[src/rtl/sine_cos_arbiter.sv]
// Round-robin sharing of one sine/cos generator between two burst requesters.
// Samples are captured into a single output register and streamed with valid/ready.
module sine_cos_arbiter #(
   parameter int WIDTH = 8,
   parameter int LEN_W = 8
) (
   input  logic             clk,
   input  logic             reset,
   input  logic [1:0]       req,
   input  logic [LEN_W-1:0] len0,
   input  logic [LEN_W-1:0] len1,
   output logic [1:0]       ack,
   output logic             busy,
   output logic             gen_en,
   input  logic [WIDTH-1:0] gen_sine,
   input  logic [WIDTH-1:0] gen_cos,
   output logic             out_valid,
   input  logic             out_ready,
   output logic [WIDTH-1:0] out_sine,
   output logic [WIDTH-1:0] out_cos,
   output logic             out_id,
   output logic             out_last
);

   typedef enum logic [1:0] {IDLE, GRANT, STREAM, DRAIN} state_t;

   state_t           state_reg, state_next;
   logic             ptr_reg;
   logic             gsel_reg, gsel_next;
   logic             owner_reg;
   logic [LEN_W-1:0] remaining_reg;
   logic [LEN_W-1:0] glen;
   logic             accept;

   assign glen   = gsel_reg ? len1 : len0;
   assign accept = out_valid & out_ready;

   genvar gi;
   generate
      for (gi = 0; gi < 2; gi++) begin : g_ack
         assign ack[gi] = (state_reg == GRANT) && (gsel_reg == 1'(gi));
      end
   endgenerate

   always_ff @(posedge clk or negedge reset) begin
      if (!reset) begin
         state_reg <= IDLE;
         gsel_reg  <= 1'b0;
      end else begin
         state_reg <= state_next;
         gsel_reg  <= gsel_next;
      end
   end

   always_comb begin
      state_next = state_reg;
      gsel_next  = gsel_reg;
      busy       = 1'b0;
      gen_en     = 1'b0;
      case (state_reg)
         IDLE: begin
            if (req != 2'b00) begin
               // Contention goes to ptr; a lone requester wins outright.
               gsel_next  = (req == 2'b11) ? ptr_reg : req[1];
               state_next = GRANT;
            end
         end
         GRANT: begin
            busy       = 1'b1;
            state_next = (glen != '0) ? STREAM : IDLE;
         end
         STREAM: begin
            busy   = 1'b1;
            gen_en = (remaining_reg != '0) & (!out_valid | out_ready);
            if (remaining_reg == '0 || (gen_en && remaining_reg == LEN_W'(1)))
               state_next = DRAIN;
         end
         DRAIN: begin
            busy = 1'b1;
            if (accept)
               state_next = IDLE;
         end
         default: state_next = IDLE;
      endcase
   end

   always_ff @(posedge clk or negedge reset) begin
      if (!reset) begin
         ptr_reg       <= 1'b0;
         owner_reg     <= 1'b0;
         remaining_reg <= '0;
         out_valid     <= 1'b0;
         out_sine      <= '0;
         out_cos       <= '0;
         out_id        <= 1'b0;
         out_last      <= 1'b0;
      end else begin
         if (state_reg == GRANT) begin
            remaining_reg <= glen;
            owner_reg     <= gsel_reg;
            ptr_reg       <= ~gsel_reg;
         end
         // A fresh capture overrides the clear when the slot turns over in one cycle.
         if (gen_en) begin
            out_sine      <= gen_sine;
            out_cos       <= gen_cos;
            out_id        <= owner_reg;
            out_last      <= (remaining_reg == LEN_W'(1));
            out_valid     <= 1'b1;
            remaining_reg <= remaining_reg - LEN_W'(1);
         end else if (accept) begin
            out_valid <= 1'b0;
         end
      end
   end

endmodule

[config.mk]
export PLATFORM = sky130hd
export DESIGN_NAME = sine_cos_arbiter
export DESIGN_NICKNAME = d
export VERILOG_FILES = /design/src/rtl/sine_cos_arbiter.sv
export SDC_FILE = /design/constraint.sdc
export NUM_CORES = 1
export LEC_CHECK = 0
export CORE_UTILIZATION = 47
export DETAILED_ROUTE_END_ITERATION = 10
export GPL_TIMING_DRIVEN = 0
export PLACE_DENSITY = 0.89
export SLEW_MARGIN = 0
export SYNTH_ARGS = -nofsm -noshare
export SYNTH_HDL_FRONTEND = slang
export SYNTH_SLANG_ARGS = --single-unit
[constraint.sdc]
create_clock -name clk -period 3.19 [get_ports clk]
set_input_delay 0.638 -clock clk [delete_from_list [all_inputs] [get_ports clk]]
set_output_delay 0.638 -clock clk [all_outputs]
set_load 0.03 [all_outputs]
==> results.toml <==
[run_status]
outcome = "completed"

[logic_synthesis]
avgSynthCellArea_um2 = 12.3
yosys_register_bits = 32
synth_top_area_share_pct = 50.7
yosysUniqueCellTypes = 40
yosysTopAreaCell = "dfrtp_1"
async_flop_share_pct = 100
synthFlopType = "dfrtp_1"
synthTopCellsByArea = "dfrtp_1 (51%), mux2_2 (12%), mux2_4 (3.8%)"
synth-edff-count = 0
netlist_area_um2 = 1580
syn-num-nets = 167
netlist_instances = 128
yosysSeqAreaShare_pct = 50.7
yosys_warnings = 0

[sta]
clock-skew-final_ns = 0.00608
slew_headroom_pct = 54.0
fin_tns_setup_ns = 0
setup_viol = 0
fmax_mhz = 337
fin_crit_sh_pct = 93.1
rsz0062_at_grt = "false"
hold_viol_final = 0
layout_setup_ws_ns = 0.221
worst_pin_slew_ns = 0.689
finalMaxSlewViolations = 0
min_period_ns = 2.97
hold_ws_ns = 0.332

[power_and_ir_drop]
leakagePower_nw = 0.959
fin_total_pwr_mw = 2.44
ir_worst_vdd_v = 0.000707
p_per_area_nw_per_um2 = 1060

[drt]
wl_met3_um = 327
drt_iter0_drc = 42
top_layer = "met4"
wl_um = 3670
wl_met1_um = 1550
ant_nets = 0
drc = 0
wl_met2_um = 1720
via_per_inst = 5.42
vias = 1300
drt_first_pass_iters = 4
wl_per_cell_um = 15.3

[placed_design]
dp_hpwl_um = 2750
io_buffers = 59
dp_slack_ns = 0.136
gp_congestion = 0.866
place_area_um2 = 2220

[clock_tree]
cts_tree = "done"
cts_sinks = 32
numCtsBuffers = 5
htreeDepth = 2
ctsLongestPathBuffers = 2
clkSlewWorstSetupHoldPaths_ns = 0.10
insertion_delay_ns = 0.33
cts_root_buf = "clkbuf_4"

[die]
die_area_um2 = 3600
rows = 20
coreArea_um2 = 3130
die_x_um = 60.0
initial_core_util_pct = 50.5
ios = 60
die_y_um = 60.0

[finish]
area_growth_syn_to_layout_pct = 45.8
antenna_cells = 0
fin_area_um2 = 2300
fin_nets = 234
seq_area_um2 = 801
multiInputGateArea_um2 = 723
drive_above_1_share_pct = 20.9
fillers = 210

[setup_path]
crit_type = "register to output pin"
setup.worst_path.start_class = "register"
critical_path_required_ns = 2.55
rr_endpoint = "remaining_reg[6]"
cp-end-kind = "output pin"
rr_startpoint = "remaining_reg[0]"
path_max_fanout = 10
ff2ff_setup_slack_ns = 0.87
crit_arrival_ns = 2.33
r2r_cells = 6

[worst_hold_path]
hold_class = "input pin to asynchronous set/reset pin"

[global_routing]
grt_max_degree = 33
grt.total_usage_pct = 23.3
grt_pass1_vias = 1416
grt_antenna_before_repair = 0
grt_pass1_wl_um = 6100
grt-ovfl-total = 0

[flow_run]
drv_cap = 0
==> layer usage <==
| metal | vias to the layer above | global-route usage (%) |
|---|---|---|
| met5 | - | 0 |
| met1 | 608 | 27.5 |
| met2 | 66 | 38.6 |
| met4 | 0 | 8.64 |
| met3 | 10 | 8.87 |
| li1 | 616 | - |
==> power by group <==
part	internal [mW]	switching [mW]	total, mW
clock	0.164	0.136	0.300
combinational	0.671	0.703	1.37
sequential	0.613	0.157	0.770
==> cell families (layout without fill, tap and decap cells) <==
| group | Yosys count | after routing | synth area share [%] |
|---|---|---|---|
| buf+inv | 10 | 78 | 3.49 |
| flops | 32 | 32 | 50.7 |
| mux | 26 | 26 | 19.1 |
| compound gates | 25 | 25 | 12.5 |
| fa+ha+maj | 2 | 2 | 1.58 |
| simple gates | 33 | 33 | 12.6 |
==> cells in the mapped netlist (3+ instances only) <==
cell,number
dfrtp_1,32
mux2_2,17
nor2_1,7
mux2i_1,5
inv_1,4
mux2_4,4
nand2_1,4
a21oi_1,3
clkbuf_1,3
nand2b_1,3
nor2b_1,3
o311ai_0,3
==> cells in the final DEF, fill, tap and decap left out, drive strengths merged, types with 2 or more instances in the layout <==
| cell type | n |
|---|---|
| or4 | 2 |
| o221ai | 2 |
| inv | 5 |
| a311o | 2 |
| o22ai | 2 |
| o211ai | 3 |
| a21oi | 3 |
| o311ai | 3 |
| o21ai | 2 |
| mux2 | 21 |
| dfrtp | 32 |
| ha | 2 |
| a21o | 2 |
| or3 | 3 |
| nor2b | 3 |
| nand2b | 3 |
| nor2 | 7 |
| buf | 4 |
| clkdlybuf4s50 | 57 |
| clkbuf | 9 |
| mux2i | 5 |
| nand3 | 2 |
| nand4 | 2 |
| a31oi | 2 |
| nand2 | 4 |
==> area by class of cell <==
| type | count | share of cell area, % |
|---|---|---|
| sequential | 32 | 34.8 |
| multi-input combinational | 86 | 31.4 |
| timing repair buffer | 60 | 25.7 |
| tap | 44 | 2.39 |
| clock buffer | 6 | 1.79 |
| clock inverter | 2 | 1.52 |
| buffer | 5 | 1.47 |
| inverter | 5 | 0.924 |
==> how the worst max path moves through the flow <==
stage                           startpoint     end  slack (ns)
after CTS                 remaining_reg[0]  gen_en        0.11
after global routing      remaining_reg[0]  gen_en        0.09
after global placement           out_ready  gen_en        0.12
after detailed placement         out_ready  gen_en        0.14
final                     remaining_reg[0]  gen_en        0.22
after floorplan           remaining_reg[0]  gen_en        0.99
==> per-stage QoR <==
step	std cells	util [%]
final	240	73.6
after floorplan	128	-
after detailed placement	231	71.1
after CTS	239	73.5
after global placement	231	71.1
after global routing	240	73.6
==> what timing repair did <==
item / in CTS / in global routing
setup endpoints to repair: 1 / 1
setup buffers: 0 / 1
hold buffers: 0 / 0
pin swaps: 0 / 1
resized for setup: 1 / 0
cloned: 0 / 0
==> critical path, cell delays in order, from the launching register on <==
cell           delay (ns)
dfrtp_1              0.41
inv_1                0.12
ha_1                 0.23
or3b_4               0.43
o211ai_4             0.22
inv_4                0.07
buf_6                0.15
dlygate4sd2_1        0.35
Power figures use the tool's default switching activity.
